`src/rtl/keypad_scan_fifo.sv`:
```
`timescale 1ns/1ps
`default_nettype none
// ============================================================================
// Module   : keypad_scan_fifo
// Function : Row-scanned matrix keypad with per-key debounce feeding a
//            first-word-fall-through key-event FIFO.
// Revision : 1.0 - initial release
// ============================================================================
module keypad_scan_fifo #(
    parameter int ROWS       = 4,
    parameter int COLS       = 4,
    parameter int SCAN_TICKS = 250000,
    parameter int DEBOUNCE   = 3,
    parameter int FIFO_DEPTH = 8,
    localparam int CODE_W    = $clog2(ROWS * COLS)
) (
    input  logic              clk,
    input  logic              rst,
    output logic [ROWS-1:0]   row_n,
    input  logic [COLS-1:0]   col_n,
    output logic              key_valid,
    input  logic              key_ready,
    output logic [CODE_W-1:0] key_code,
    output logic              key_release,
    output logic              key_held,
    output logic              overflow,
    input  logic              overflow_clr
);
    localparam int c_keys  = ROWS * COLS;
    localparam int c_row_w = $clog2(ROWS);
    localparam int c_col_w = $clog2(COLS);
    localparam int c_tmr_w = $clog2(SCAN_TICKS);
    localparam int c_deb_w = (DEBOUNCE > 1) ? $clog2(DEBOUNCE) : 1;
    localparam int c_ptr_w = $clog2(FIFO_DEPTH);
    localparam int c_evt_w = CODE_W + 1;

    typedef enum logic [1:0] {
        ST_DWELL = 2'd0,
        ST_PROC  = 2'd1,
        ST_ADV   = 2'd2
    } state_t;

    state_t              r_state;
    logic [c_tmr_w-1:0]  r_timer;
    logic                r_tick;
    logic [c_row_w-1:0]  r_row;
    logic [c_row_w-1:0]  w_row_next;
    logic [c_col_w-1:0]  r_col_idx;
    logic [COLS-1:0]     r_frame;
    logic [COLS-1:0]     r_col_meta;
    logic [COLS-1:0]     r_col_sync;

    logic [c_keys-1:0]   r_key_state;
    logic [c_deb_w-1:0]  r_deb_cnt [c_keys];
    logic [CODE_W-1:0]   w_key_idx;
    logic                w_sample;
    logic                w_state;
    logic [c_deb_w-1:0]  w_cnt;
    logic                w_flip;

    logic [c_evt_w-1:0]  r_mem [FIFO_DEPTH];
    logic [c_ptr_w-1:0]  r_wr_ptr;
    logic [c_ptr_w-1:0]  r_rd_ptr;
    logic [c_ptr_w-1:0]  w_rd_next;
    logic [c_ptr_w:0]    r_count;
    logic [c_evt_w-1:0]  w_evt;
    logic                w_full;
    logic                w_pop;
    logic                w_wr_en;
    logic                w_drop;

    always_ff @(posedge clk or posedge rst) begin
        if (rst) begin
            r_col_meta <= '1;
            r_col_sync <= '1;
        end else begin
            r_col_meta <= col_n;
            r_col_sync <= r_col_meta;
        end
    end

    assign w_row_next = (r_row == c_row_w'(ROWS - 1)) ? '0 : r_row + c_row_w'(1);

    // The tick is a registered strobe one cycle after the timer tops out.
    always_ff @(posedge clk or posedge rst) begin
        if (rst) begin
            r_state   <= ST_DWELL;
            r_timer   <= '0;
            r_tick    <= 1'b0;
            r_row     <= '0;
            row_n     <= ~ROWS'(1);
            r_col_idx <= '0;
            r_frame   <= '1;
        end else begin
            case (r_state)
                ST_DWELL: begin
                    if (r_tick) begin
                        r_tick    <= 1'b0;
                        r_frame   <= r_col_sync;
                        r_col_idx <= '0;
                        r_state   <= ST_PROC;
                    end else if (r_timer == c_tmr_w'(SCAN_TICKS - 1)) begin
                        r_tick <= 1'b1;
                    end else begin
                        r_timer <= r_timer + c_tmr_w'(1);
                    end
                end
                ST_PROC: begin
                    if (r_col_idx == c_col_w'(COLS - 1)) begin
                        r_state <= ST_ADV;
                    end else begin
                        r_col_idx <= r_col_idx + c_col_w'(1);
                    end
                end
                ST_ADV: begin
                    r_row   <= w_row_next;
                    row_n   <= ~(ROWS'(1) << w_row_next);
                    r_timer <= '0;
                    r_state <= ST_DWELL;
                end
                default: r_state <= ST_DWELL;
            endcase
        end
    end

    assign w_key_idx = CODE_W'(int'(r_row) * COLS + int'(r_col_idx));
    assign w_sample  = ~r_frame[r_col_idx];
    assign w_state   = r_key_state[w_key_idx];
    assign w_cnt     = r_deb_cnt[w_key_idx];
    assign w_flip    = (r_state == ST_PROC) && (w_sample != w_state) &&
                       (w_cnt == c_deb_w'(DEBOUNCE - 1));

    always_ff @(posedge clk or posedge rst) begin
        if (rst) begin
            r_key_state <= '0;
            for (int k = 0; k < c_keys; k++) begin
                r_deb_cnt[k] <= '0;
            end
        end else if (r_state == ST_PROC) begin
            if (w_sample == w_state) begin
                r_deb_cnt[w_key_idx] <= '0;
            end else if (w_flip) begin
                r_key_state[w_key_idx] <= w_sample;
                r_deb_cnt[w_key_idx]   <= '0;
            end else begin
                r_deb_cnt[w_key_idx] <= w_cnt + c_deb_w'(1);
            end
        end
    end

    assign key_held = |r_key_state;

    assign w_evt     = {~w_sample, w_key_idx};
    assign key_valid = (r_count != '0);
    assign w_full    = (r_count == (c_ptr_w + 1)'(FIFO_DEPTH));
    assign w_pop     = key_valid && key_ready;
    assign w_wr_en   = w_flip && (!w_full || w_pop);
    assign w_drop    = w_flip && w_full && !w_pop;
    assign w_rd_next = r_rd_ptr + c_ptr_w'(1);

    always_ff @(posedge clk) begin
        if (w_wr_en) begin
            r_mem[r_wr_ptr] <= w_evt;
        end
    end

    // The head is a register so it keeps the last event once the FIFO drains.
    always_ff @(posedge clk or posedge rst) begin
        if (rst) begin
            r_wr_ptr    <= '0;
            r_rd_ptr    <= '0;
            r_count     <= '0;
            key_code    <= '0;
            key_release <= 1'b0;
            overflow    <= 1'b0;
        end else begin
            if (w_wr_en) begin
                r_wr_ptr <= r_wr_ptr + c_ptr_w'(1);
            end
            if (w_pop) begin
                r_rd_ptr <= w_rd_next;
            end
            r_count <= r_count + (c_ptr_w + 1)'(w_wr_en) - (c_ptr_w + 1)'(w_pop);
            if (w_wr_en && ((r_count == '0) || (w_pop && r_count == (c_ptr_w + 1)'(1)))) begin
                {key_release, key_code} <= w_evt;
            end else if (w_pop && r_count > (c_ptr_w + 1)'(1)) begin
                {key_release, key_code} <= r_mem[w_rd_next];
            end
            if (w_drop) begin
                overflow <= 1'b1;
            end else if (overflow_clr) begin
                overflow <= 1'b0;
            end
        end
    end
endmodule
`default_nettype wire

```
`config.mk`:
```
export PLATFORM = sky130hd
export DESIGN_NAME = keypad_scan_fifo
export DESIGN_NICKNAME = d
export VERILOG_FILES = /design/src/rtl/keypad_scan_fifo.sv
export SDC_FILE = /design/constraint.sdc
export NUM_CORES = 1
export LEC_CHECK = 0
export CORE_MARGIN = 5
export CORE_UTILIZATION = 35
export DETAILED_ROUTE_END_ITERATION = 12
export GPL_TIMING_DRIVEN = 0
export SETUP_SLACK_MARGIN = 0.02
export SLEW_MARGIN = 25
export SYNTH_ARGS = -nofsm -noshare
export SYNTH_HDL_FRONTEND = slang
export SYNTH_SLANG_ARGS = --single-unit
```
`constraint.sdc`:
```
create_clock -name clk -period 6.8 [get_ports clk]
set_clock_uncertainty 0.1 [all_clocks]
set_input_delay 0.68 -clock clk [delete_from_list [all_inputs] [get_ports clk]]
set_output_delay 0.68 -clock clk [all_outputs]
set_load 0.03 [all_outputs]
```
==> results of run 1 <==
-- final cells by class --
class                   instances  area (um^2)  area share
inverters                      20         80.1      0.0100
well taps                     265          332      0.0414
plain buffers                  24          109      0.0136
repair buffers                 20          218      0.0272
flip-flops and latches        145         3850       0.480
clock inverters                11          125      0.0156
multi-input cells             394         2810       0.351
clock buffers                  21          483      0.0603
-- per-layer routing --
layer	share of wire	global-route usage	vias to the layer above
li1	-	-	2212
met1	0.45	0.181	2342
met2	0.50	0.229	112
met3	0.043	0.0363	16
met4	0.0089	0.0494	0
met5	0	0	-
-- power groups by stage --
stage | Sequential (W) | Clock (W) | Combinational (W)
final | 0.000965 | 0.000951 | 0.000334
after CTS | 0.000965 | 0.000969 | 0.000343
after floorplan | 0.00100 | 0 | 0.000217
after detailed placement | 0.000981 | 0 | 0.000342
after global placement | 0.000979 | 0 | 0.000329
after global routing | 0.000971 | 0.00101 | 0.000374
-- stage by stage --
stage	total power [W]	hold WS, ps
4_1_cts	0.00228	255
2_1_floorplan	0.00122	245
3_3_place_gp	0.00131	246
6_report	0.00225	255
5_1_grt	0.00235	258
3_5_place_dp	0.00132	248
-- worst max-delay path, delay by kind of cell (launching register included) --
family	cells	cell delay, ps
adders and majority gates	1	260
buffers and inverters	3	1020
DFF	1	590
muxes	3	780
and+or+nand+nor	4	1330
-- cell usage after synthesis, drive strengths merged --
cell	n	share of area
edfxtp	40	0.18
mux4	24	0.080
and4	1	0.0013
nor3	4	0.0029
or2	3	0.0027
ha	18	0.033
clkinv	2	0.0011
nor4	7	0.0064
mux2	6	0.010
a211oi	5	0.0055
nor2	19	0.010
nand4	4	0.0037
nor3b	2	0.0022
and2	8	0.0073
xnor2	15	0.022
dfstp	15	0.058
nand4b	2	0.0026
nand2b	9	0.0082
dfrtp	90	0.33
and3	7	0.0064
nand3b	1	0.0011
clkbuf	17	0.0097
o21ai	82	0.060
nor2b	2	0.0018
a21o	5	0.0055
nor4b	2	0.0035
inv	18	0.0099
a31oi	17	0.016
a22o	1	0.0013
nand2	94	0.053
mux2i	17	0.025
o22ai	1	0.00092
a21oi	8	0.0059
a2111oi	9	0.012
nand3	15	0.012
or3	1	0.00092
xor2	2	0.0026
buf	7	0.0062
a211o	1	0.0013
fa	1	0.0029
a31o	1	0.0013
-- cell usage in the layout, fill, tap and decap left out, types with 13 or more instances in the layout --
cell type and count:
nand2_1 93, dfrtp_1 90, o21ai_0 82, edfxtp_1 40, mux4_2 23, nor2_1 19
clkbuf_16 19, clkdlybuf4s50_1 19, ha_1 18, clkbuf_1 17, inv_1 17, mux2i_1 17
a31oi_1 17, dfstp_2 15, xnor2_1 14, nand3_1 13
-- kinds of logic (layout without fill, tap and decap cells) --
logic type | count (synthesis) | count (layout) | synth area share
adder cells (fa/ha/maj) | 19 | 19 | 0.0359
AO/OA/AOI/OAI | 130 | 130 | 0.109
multiplexers | 47 | 47 | 0.115
buffers and inverters | 44 | 96 | 0.0269
XOR/XNOR | 17 | 17 | 0.0245
AND/OR/NAND/NOR | 181 | 181 | 0.127
flip-flops | 145 | 145 | 0.563
-- worst min-delay path by stage --
stage,start,endpoint,slack (ps)
6_report,r_col_meta[3]$_DFF_PP1_,r_col_sync[3]$_DFF_PP1_,250
5_1_grt,r_col_meta[3]$_DFF_PP1_,r_col_sync[3]$_DFF_PP1_,260
4_1_cts,r_col_meta[3]$_DFF_PP1_,r_col_sync[3]$_DFF_PP1_,260
3_5_place_dp,r_col_meta[0]$_DFF_PP1_,r_col_sync[0]$_DFF_PP1_,250
3_3_place_gp,r_col_meta[0]$_DFF_PP1_,r_col_sync[0]$_DFF_PP1_,250
2_1_floorplan,r_col_meta[0]$_DFF_PP1_,r_col_sync[0]$_DFF_PP1_,250
-- state kept, by name, summed over array words and instances (netlist names), 4 cells and up --
register     cells
r_mem           40
row_n            4
r_col_sync       4
r_frame          4
r_deb_cnt       32
r_col_meta       4
key_code         4
r_key_state     16
r_timer         18
r_count          4
==> flow_summary.ini, run 1 <==
[outcome]
outcome = finished, final reports clean

[final_layout]
layout.core_utilization = 0.414
area_growth_pct = 17.1
nets = 649
antenna_cells_inserted = 0
share_of_post_route_cells_with_drive_strength_above_1 = 0.143
final_cell_area_um2 = 8010
fillCellCount = 1819
fin_cells = 900

[pwr]
pwr-share-clk = 0.423
vdd_drop_max_mv = 0.189
switching_power_total_w = 0.000583
sequentialPowerShare = 0.429
combinationalPowerShare = 0.148
p_int_w = 0.00167
total_leakage_power_nw = 3.24
netSwitchingFraction = 0.259
cellPowerDensity_nw_per_um2 = 281

[clock_network]
numCtsBuffers = 17
total_of_hold_buffers_inserted_after_clock_tree_synthesis = 0
cts_sinks = 145
cts.clk_slew.worst_paths_ps = 60
cts_resized = 0
postCtsSetupBuffers = 0
clk_latency_ps = 420
htree_num_levels = 4
cts.path.max_buffers = 2
ctsRootBufferMaster = clkbuf_16
clock_tree_from_tritoncts = done

[sta]
worst-slew-pin-transition_ps = 983
aggregate_negative_setup_slack_ps = 0
setup_viol = 0
final-hold-violation-count = 0
relSlewSlack = 0.338
slew_viol_final = 0
postLayoutSetupSlackWorst_ps = 2330
post-route-period-util = 0.658
period_minus_slack_ps = 4470
setup_repair_after_global_routing_missed_its_margin = no
fmax_ghz = 0.224

[worst_setup_path]
worst_r2r_startpoint = r_col_idx[1]$_DFFE_PP0P_
setup.worst_path.start_class = flop
cp-startpoint = r_col_idx[1]$_DFFE_PP0P_
worstSetupEndpoint = r_mem[0][3]$_DFFE_PP_
ff2ff_setup_slack_ps = 2330
path_class = reg2reg
worst-path-max-fanout = 11
critPathMaxStageDelay_ps = 760
timing.critical_path.cells = buf_6 -> clkbuf_1 -> mux4_2 -> mux2i_1 -> mux2_2 -> ha_1 -> and2_1 -> clkbuf_1 -> and2_1 -> nand2_4 -> nor4_1
cp_slowest_cell = nor4_1
setup.worst_path.end_class = flop
cp_data_required_time_ps = 6740
regToRegEndpoint = r_mem[0][3]$_DFFE_PP_
arrival_ps = 4410
reg2reg_depth = 11

[floorplan]
die_w_um = 150
rows = 51
start_util = 0.354
die_area_um2 = 22400
chipHeight_um = 150
ios = 20
core_um2 = 19300

[routing]
final_antenna_net_count = 0
post-route-drc-count = 0
wirelength_um = 14900
viasPerCell = 5.20
routedWlPerCell_um = 16.5
drt-pass1-iter-count = 4
number_of_vias_after_detailed_routing = 4682
dr.first_iter.drc_count = 335

[synthesis]
gate_count_of_the_mapped_netlist = 583
yosys_register_bits = 145
synth.net_count = 610
syn_area_um2 = 6840
yosys_warnings = 0
synth_sequential_area_ratio = 0.563
synth_area_per_cell_um2 = 11.7
synth_cell_types = 50

[placement]
placement.cell_area_um2 = 7400
dpl_worst_slack_ps = 2270
port-buffer-count = 19
finalWeightedCongestion = 0.883
post-dp-hpwl_um = 10400
cell_count_after_placement = 868

[worst_hold_path]
timing.hold.worst.class = reg2reg
worst_hold_path.num_cells = 0

[job]
maxCapViolCount = 0

[global_route]
grt_max_degree = 55
global_route.usage.total = 0.140
grt_pass1_vias = 4790
antenna_found_initial = 0
grt-ovfl-total = 0
global_route_wire_length_before_repair_um = 24700
(Power assumes the default switching activity.)
==> run 2: changes to the inputs <==
==> constraint.sdc (replaced) <==
create_clock -name clk -period 4 [get_ports clk]
set_clock_uncertainty 0.1 [all_clocks]
set_input_delay 0.4 -clock clk [delete_from_list [all_inputs] [get_ports clk]]
set_output_delay 0.4 -clock clk [all_outputs]
set_load 0.03 [all_outputs]
==> run 2 against run 1 <==
Effect of this change: hold slack about the same; final area grew 0.34%; worst setup slack got worse by 2100 ps; clock power grew 70%.
==> flow_summary.ini, run 2 (synthesis results as in run 1) <==
[outcome]
outcome = finished, final reports clean

[global_route]
grt-ovfl-total = 0
grt_pass1_vias = 4806
grt_max_degree = 55
global_route.usage.total = 0.141
antenna_found_initial = 0
global_route_wire_length_before_repair_um = 24800

[sta]
post-route-period-util = 0.938
holdWs_ps = 255
setup_viol = 0
final-hold-violation-count = 0
period_minus_slack_ps = 3750
fmax_ghz = 0.267
setup_repair_after_global_routing_missed_its_margin = no
worst-slew-pin-transition_ps = 873
relSlewSlack = 0.413
postLayoutSetupSlackWorst_ps = 248
slew_viol_final = 0

[placement]
finalWeightedCongestion = 0.883
port-buffer-count = 19
dpl_worst_slack_ps = -528
placement.cell_area_um2 = 7400
post-dp-hpwl_um = 10400

[worst_setup_path]
setup.worst_path.start_class = flop
setup.worst_path.end_class = flop
path_class = reg2reg
arrival_ps = 3960
worst-path-max-fanout = 16
cp_data_required_time_ps = 4210

[job]
maxCapViolCount = 0

[pwr]
vdd_drop_max_mv = 0.320
sequentialPowerShare = 0.429
combinationalPowerShare = 0.149
total_leakage_power_nw = 3.24
p_int_w = 0.00283
cellPowerDensity_nw_per_um2 = 476
total_power_w = 0.00383
pwr-share-clk = 0.422
switching_power_total_w = 0.000992
netSwitchingFraction = 0.259

[floorplan]
rows = 51
core_um2 = 19300
die_area_um2 = 22400
die_w_um = 150
ios = 20
chipHeight_um = 150
start_util = 0.354

[routing]
routedWlPerCell_um = 16.7
viasPerCell = 5.22
drt-pass1-iter-count = 5
number_of_vias_after_detailed_routing = 4690
post-route-drc-count = 0
wirelength_um = 15000
final_antenna_net_count = 0
dr.first_iter.drc_count = 341

[clock_network]
cts_sinks = 145
cts.clk_slew.worst_paths_ps = 60
clock_tree_from_tritoncts = done
ctsRootBufferMaster = clkbuf_16
numCtsBuffers = 17
total_of_hold_buffers_inserted_after_clock_tree_synthesis = 0
clk_latency_ps = 420
cts.path.max_buffers = 2
htree_num_levels = 4

[final_layout]
layout.cells.most_common = nand2_1
largest_register_ffs = 40
top_regs = r_mem (40), r_deb_cnt (32), r_timer (18)
nets = 647
area_growth_pct = 17.5
most_frequent_cells_in_the_layout = nand2_1, dfrtp_1, o21ai_0
largest-register = r_mem
final_cell_area_um2 = 8040
share_of_post_route_cells_with_drive_strength_above_1 = 0.156
antenna_cells_inserted = 0

[worst_hold_path]
timing.hold.worst.class = reg2reg
-- run 2: cell types whose count changed in the layout (fill, tap and decap cells not counted), sizes merged --
| cell | before | now |
|---|---|---|
| clkbuf | 38 | 36 |
| clkinvlp | 2 | 3 |
| clkinv | 7 | 6 |
-- run 2: per-layer routing --
metal / part of all wire / up-vias / track usage
met4: 0.016 / 0 / 0.0503
li1: - / 2204 / -
met5: 0 / - / 0
met3: 0.042 / 25 / 0.0363
met1: 0.44 / 2344 / 0.182
met2: 0.50 / 117 / 0.231
-- run 2: worst paths after layout --
path	to	start	slack, ps	cells past startpoint
max reg2reg	r_count[2]$_DFF_PP0_	r_row[1]$_DFFE_PP0P_	250	11
min	r_col_sync[3]$_DFF_PP1_	r_col_meta[3]$_DFF_PP1_	250	0
min reg2reg	r_col_sync[3]$_DFF_PP1_	r_col_meta[3]$_DFF_PP1_	250	0
max in group asynchronous	r_frame[2]$_DFFE_PP1P_	rst	2860	3
min in group asynchronous	r_timer[5]$_DFFE_PP0P_	rst	290	2
max	r_count[2]$_DFF_PP0_	r_row[1]$_DFFE_PP0P_	250	11
-- run 2: power groups by stage --
stage	Combinational, W	Clock [W]	Sequential [W]
after floorplan	0.000369	0	0.00170
after global placement	0.000560	0	0.00166
after detailed placement	0.000582	0	0.00167
after CTS	0.000583	0.00165	0.00164
after global routing	0.000635	0.00172	0.00165
final	0.000570	0.00162	0.00164
-- run 2: repair_timing --
action                     4_1_cts  5_1_grt
resized for setup                7        4
pin swaps                        0        0
buffers inserted                 0        0
hold endpoints to repair         0        0
setup endpoints to repair       43       13
-- run 2: stage by stage --
step | utilization | setup TNS [ps] | cells
2_1_floorplan | - | 0 | 583
3_3_place_gp | 0.381 | -80890 | 867
3_5_place_dp | 0.383 | -17930 | 868
4_1_cts | 0.415 | 0 | 898
5_1_grt | 0.416 | 0 | 898
6_report | 0.416 | 0 | 898
-- run 2: area by class of cell --
type                            instances  area [um^2]
Fill cell                            1817        11300
Sequential cell                       145         3850
Multi-Input combinational cell        394         2840
Clock buffer                           21          483
Tap cell                              265          332
Timing Repair Buffer                   20          218
Clock inverter                         11          125
Buffer                                 22          104
Inverter                               20         83.8
-- run 2: worst max-delay path, stage by stage (launching register included) --
cell,delay (ps)
dfrtp_1,750
clkinv_1,460
mux4_2,480
ha_1,260
and2_4,250
and2_1,250
nand2_4,130
o21ai_0,190
ha_1,210
inv_1,60
fa_1,370
xnor2_1,130
==> run 3: changes to the inputs <==
--- a/config.mk
+++ b/config.mk
@@ -5,12 +5,15 @@
 export SDC_FILE = /design/constraint.sdc
 export NUM_CORES = 1
 export LEC_CHECK = 0
+export ABC_AREA = 1
 export CORE_MARGIN = 5
 export CORE_UTILIZATION = 35
 export DETAILED_ROUTE_END_ITERATION = 12
 export GPL_TIMING_DRIVEN = 0
+export MAX_ROUTING_LAYER = met4
 export SETUP_SLACK_MARGIN = 0.02
 export SLEW_MARGIN = 25
 export SYNTH_ARGS = -nofsm -noshare
 export SYNTH_HDL_FRONTEND = slang
 export SYNTH_SLANG_ARGS = --single-unit
+export TNS_END_PERCENT = 10
==> run 3 against run 2 <==
Effect of this change: flip-flop and latch count is the same; worst setup slack improved by 29 ps; sequential share of layout area shrank 1.9 points; sequential power about the same; critical path depth rose by 11; hold slack better by 1.9 ps; die area rose by 5.1%; largest cell class unchanged.
==> flow_summary.ini, run 3 <==
[floorplan]
ios = 20
rows = 52
core_um2 = 20200
die_w_um = 154
chipHeight_um = 154
die_area_um2 = 23600
start_util = 0.357

[worst_setup_path]
cp_data_required_time_ps = 4210
cp_slowest_cell = fa_1
path_class = reg2reg
worst-path-max-fanout = 11
setup.worst_path.end_class = flop
critPathMaxStageDelay_ps = 480
worst_path_dominant_cell_family = buffers and inverters
setup.worst_path.start_class = flop
arrival_ps = 3930
library_cell_appearing_most_often_on_the_critical_path = buf_6
worst-path-buf-inv = 10
timing.critical_path.cells = buf_6 -> inv_4 -> buf_6 -> buf_6 -> clkbuf_2 -> a21oi_1 -> o21ai_0 -> nand3_1 -> nand3_1 -> nand2_1 -> ha_1 -> nand2_1 -> inv_1 -> nand3_2 -> buf_6 -> buf_12 -> nand2_2 -> nand2_1 -> ha_1 -> inv_1 -> fa_1 -> inv_1

[final_layout]
register_area_um2 = 3850
most_frequent_cells_in_the_layout = nand2_1, o21ai_0, dfrtp_1
nets = 877
fillCellCount = 1982
antenna_cells_inserted = 0
share_of_post_route_cells_with_drive_strength_above_1 = 0.116
layout.cells.most_common = nand2_1
multi_input_comb_area_um2 = 2830
largest_register_ffs = 40
top_regs = r_mem (40), r_deb_cnt (32), r_timer (18)
final_cell_area_um2 = 8370
area_growth_pct = 16.1
largest-register = r_mem

[outcome]
outcome = finished, final reports clean

[routing]
drt-pass1-iter-count = 5
routedWlPerCell_um = 15.0
number_of_vias_after_detailed_routing = 5504
viasPerCell = 4.86
post-route-drc-count = 0
final_antenna_net_count = 0
wirelength_um = 17000
dr.first_iter.drc_count = 330

[job]
maxCapViolCount = 0

[global_route]
grt_pass1_vias = 5299
antenna_found_initial = 0
global_route_wire_length_before_repair_um = 28400
global_route.usage.total = 0.154
grt-ovfl-total = 0
grt_max_degree = 60

[sta]
postLayoutSetupSlackWorst_ps = 277
fmax_ghz = 0.269
worst-slew-pin-transition_ps = 799
slew_viol_final = 0
setup_viol = 0
post-route-period-util = 0.931
aggregate_negative_setup_slack_ps = 0
relSlewSlack = 0.463
final-hold-violation-count = 0
period_minus_slack_ps = 3720
setup_repair_after_global_routing_missed_its_margin = no

[synthesis]
yosys_register_bits = 145
commonest_cells_in_the_netlist = nand2_1, o21ai_0, dfrtp_1
yosys_warnings = 0
synth.net_count = 836
synth_sequential_area_ratio = 0.533
share_of_the_synthesized_area_in_the_top_cell_type = 0.312
ys_dominant_reg_cell = dfrtp_1
synth.top_cells.by_area = dfrtp_1, edfxtp_1, nand2_1
synth_edf_count = 40
netlist.top_cell.by_area = dfrtp_1
gate_count_of_the_mapped_netlist = 809
synth_cell_types = 41
syn_area_um2 = 7210
synth_area_per_cell_um2 = 8.92
asyncSetResetFlopFracSynth = 0.724
synth.most_common_cell = nand2_1

[clock_network]
numCtsBuffers = 17
cts_sinks = 145
total_of_hold_buffers_inserted_after_clock_tree_synthesis = 0
clock_tree_from_tritoncts = done
clk_latency_ps = 420
cts.clk_slew.worst_paths_ps = 60
htree_num_levels = 4
cts.path.max_buffers = 2
ctsRootBufferMaster = clkbuf_16

[pwr]
vdd_drop_max_mv = 0.280
cellPowerDensity_nw_per_um2 = 481
total_leakage_power_nw = 3.62

[worst_hold_path]
timing.hold.worst.class = reg2reg

[placement]
dpl_worst_slack_ps = -168
finalWeightedCongestion = 0.842
placement.cell_area_um2 = 7770
post-dp-hpwl_um = 12000
port-buffer-count = 19
[run 3: cell types whose count changed after synthesis, sizes merged, moves of 17 or more]
cell   change
mux4      -24
mux2i     -17
nor2      +66
nand2     +93
o21ai     +26
a31oi     -17
nand3     +52
inv       +71
[run 3: timing repair]
item                                    CTS  global route
endpoints found under the setup margin   12            13
gates resized for setup                   2             4
pin swaps                                 0             0
setup buffers                             0             2
[run 3: final timing paths]
| kind | cells past startpoint | slack [ps] | end | from |
|---|---|---|---|---|
| max | 22 | 280 | r_count[1]$_DFF_PP0_ | r_col_idx[0]$_DFFE_PP0P_ |
| min | 0 | 260 | r_col_sync[2]$_DFF_PP1_ | r_col_meta[2]$_DFF_PP1_ |
| max reg2reg | 22 | 280 | r_count[1]$_DFF_PP0_ | r_col_idx[0]$_DFFE_PP0P_ |
| min reg2reg | 0 | 260 | r_col_sync[2]$_DFF_PP1_ | r_col_meta[2]$_DFF_PP1_ |
| max in group asynchronous | 3 | 2780 | r_col_meta[0]$_DFF_PP1_ | rst |
| min in group asynchronous | 2 | 320 | r_timer[0]$_DFFE_PP0P_ | rst |
[run 3: cells by family (layout without fill, tap and decap cells)]
| logic type | count (synthesis) | in the layout | synth area share |
|---|---|---|---|
| XOR/XNOR | 9 | 9 | 0.0109 |
| AND/OR/NAND/NOR | 373 | 373 | 0.237 |
| adder cells (fa/ha/maj) | 19 | 19 | 0.0340 |
| flip-flops | 145 | 145 | 0.533 |
| AO/OA/AOI/OAI | 145 | 145 | 0.111 |
| buffers and inverters | 118 | 172 | 0.0746 |
[run 3: final cells by class]
class | instances | area share
flip-flops and latches | 145 | 0.460
repair buffers | 22 | 0.0278
multi-input cells | 546 | 0.338
clock buffers | 20 | 0.0545
clock inverters | 12 | 0.0137
inverters | 89 | 0.0412
plain buffers | 29 | 0.0245
well taps | 270 | 0.0403
[run 3: metal layers]
metal,vias up,part of all wire,track usage
li1,2768,-,-
met1,2612,0.46,0.205
met2,110,0.49,0.244
met3,14,0.036,0.0318
met4,0,0.011,0.0374
met5,-,0,-
[run 3: through the flow]
step	hold WS, ps	power (W)	cells	utilization
2_1_floorplan	245	0.00225	809	-
3_3_place_gp	248	0.00250	1098	0.383
3_5_place_dp	248	0.00251	1099	0.384
4_1_cts	259	0.00407	1131	0.413
5_1_grt	262	0.00425	1133	0.414
6_report	257	0.00403	1133	0.414
[run 3: report_power, final]
group / switching [W] / total (W) / leakage [nW] / internal (W)
clock: 0.000607 / 0.00155 / 0.276 / 0.000940
sequential: 0.0000523 / 0.00164 / 1.84 / 0.00159
combinational: 0.000534 / 0.000840 / 1.50 / 0.000306
==> variant: new RTL, flow settings as in run 3 <==
Add an input register stage for `key_ready`; this delays it by one clock. The other inputs are not delayed to match.
--- a/src/rtl/keypad_scan_fifo.sv
+++ b/src/rtl/keypad_scan_fifo.sv
@@ -40,4 +40,10 @@
         ST_ADV   = 2'd2
     } state_t;
+
+    logic key_ready_q;
+
+    always_ff @(posedge clk) begin
+        key_ready_q <= key_ready;
+    end
 
     state_t              r_state;
@@ -154,5 +160,5 @@
     assign key_valid = (r_count != '0);
     assign w_full    = (r_count == (c_ptr_w + 1)'(FIFO_DEPTH));
-    assign w_pop     = key_valid && key_ready;
+    assign w_pop     = key_valid && key_ready_q;
     assign w_wr_en   = w_flip && (!w_full || w_pop);
     assign w_drop    = w_flip && w_full && !w_pop;
Check against the original RTL: same outputs for any inputs over 10 cycles, from zero or initial values and one cycle with rst high; that may be too few to reach the edited logic, so the function may still have changed.
==> variant against run 3 <==
Utilization is 0.24 points higher; synthesized area is 1.4% lower; sequential cell count is 1 higher; design area hardly changed; final cell count stayed put; wire length is 2.2% lower; setup slack better by 0.018 ns; sequential share of layout area is 0.27 points higher; first-iteration DRC count is 26% higher; worst hold slack worse by 0.0061 ns; count of clock-buffer cells in the layout is 1 higher.
Power is not compared: it rests on default switching activity, and its combinational part moved more than twofold at a synthesized area within 25%.
==> variant: results (changes against run 3) <==
## Route
- **DR iter-0 viols** 415, +26%
- **Met3 Wirelength** 702 µm, +15%
- **Detailed Route WL** 16.6 mm, -2.2%
- **met2 routed wirelength** 7.67 mm, -7.8%

## Final layout
- **ratio of cells with drive above 1 in the final layout** 9.50%, -2.1 points
- **area growth from synthesis to final layout** 17.7%
- **fill count** 1,968, -0.71%
- **NumNets Final** 878, +0.11%

## Global route
- **met3 layer usage reported by global route** 3.01%, -0.17 points
- **maximum number of pins on one net before global-route repair** 63, +5.0%
- **global-route wire length before repair** 27.3 mm, -3.6%
- **met1 usage in global routing** 20.3%, -0.25 points
- **number of global-route vias before repair** 5,178, -2.3%

## Critical path
- **reg-to-reg setup timing slack** 0.29 ns, +0.02 ns
- **slowest cell on the critical path** sky130_fd_sc_hd__dfrtp_2
- **depth of the most critical reg-to-reg path** 21, -4.5%
- **Slowest Stage Delay on Critical Path** 0.42 ns, -0.06 ns
- **arrival time worst endpoint** 3.91 ns, -0.02 ns
- **critical path fanouts, max** 10, -1

## Placed design
- **post-detail-place hpwl** 11.6 mm, -3.4%
- **final estimated routing congestion in global placement** 0.905, +7.5%

## Clock tree
- **number of buffers added for setup after CTS** 1, +1
- **number of gates given a new drive strength after cts** 3, +1
- **maximum buffer depth of the clock tree** 2, unchanged

## Logic synthesis
- **Area contributors post-synth** sky130_fd_sc_hd__dfrtp_1, sky130_fd_sc_hd__edfxtp_1, sky130_fd_sc_hd__nand2_1
- **share of synthesized registers carrying an async set or reset** 71.9%, -0.50 points
- **Post-synth top cells** sky130_fd_sc_hd__nand2_1, sky130_fd_sc_hd__o21ai_0, sky130_fd_sc_hd__dfrtp_1
- **total of warnings raised by yosys** 0, unchanged
- **register area share after synthesis** 54.4%, +1.1 points
- **Post-Synth XOR/XNOR Area** 1.23%, +0.14 points
- **adder-cell area share of the yosys netlist** 3.62%, +0.22 points
- **number of distinct library cells after synthesis** 40, -2.4%

## Hold path
- **launch instance of the worst min-delay path** r_col_meta[0]
- **Endpoint, Worst Hold** r_col_sync[0]

## Run status
- **run status** finished, final reports clean

==> variant: changes by cell type after synthesis, moves of 3 or more <==
cell / delta
sky130_fd_sc_hd__nand2_2: -5
sky130_fd_sc_hd__o21ai_0: +9
sky130_fd_sc_hd__o21ai_1: -12
sky130_fd_sc_hd__nor2_4: -4
sky130_fd_sc_hd__nand3_2: -3
sky130_fd_sc_hd__nor2_1: +9
sky130_fd_sc_hd__nand2_1: +9
sky130_fd_sc_hd__nor3b_1: -3
==> variant: final cells by class <==
cell class,instances,area share (%)
sequential,146,46.3
multi-input combinational,544,32.7
clock buffer,21,5.38
inverter,92,4.26
tap,270,4.04
timing repair buffer,23,2.87
clock inverter,11,2.50
buffer,26,2.02
==> variant: stage by stage <==
step                worst slack [ns]  hold slack [ns]  cells
detailed placement            -0.261            0.248   1098
floorplan                      0.519            0.245    808
CTS                            0.150            0.254   1131
finish                         0.295            0.250   1133
global placement              -0.880            0.246   1097
global route                  0.0400            0.258   1133
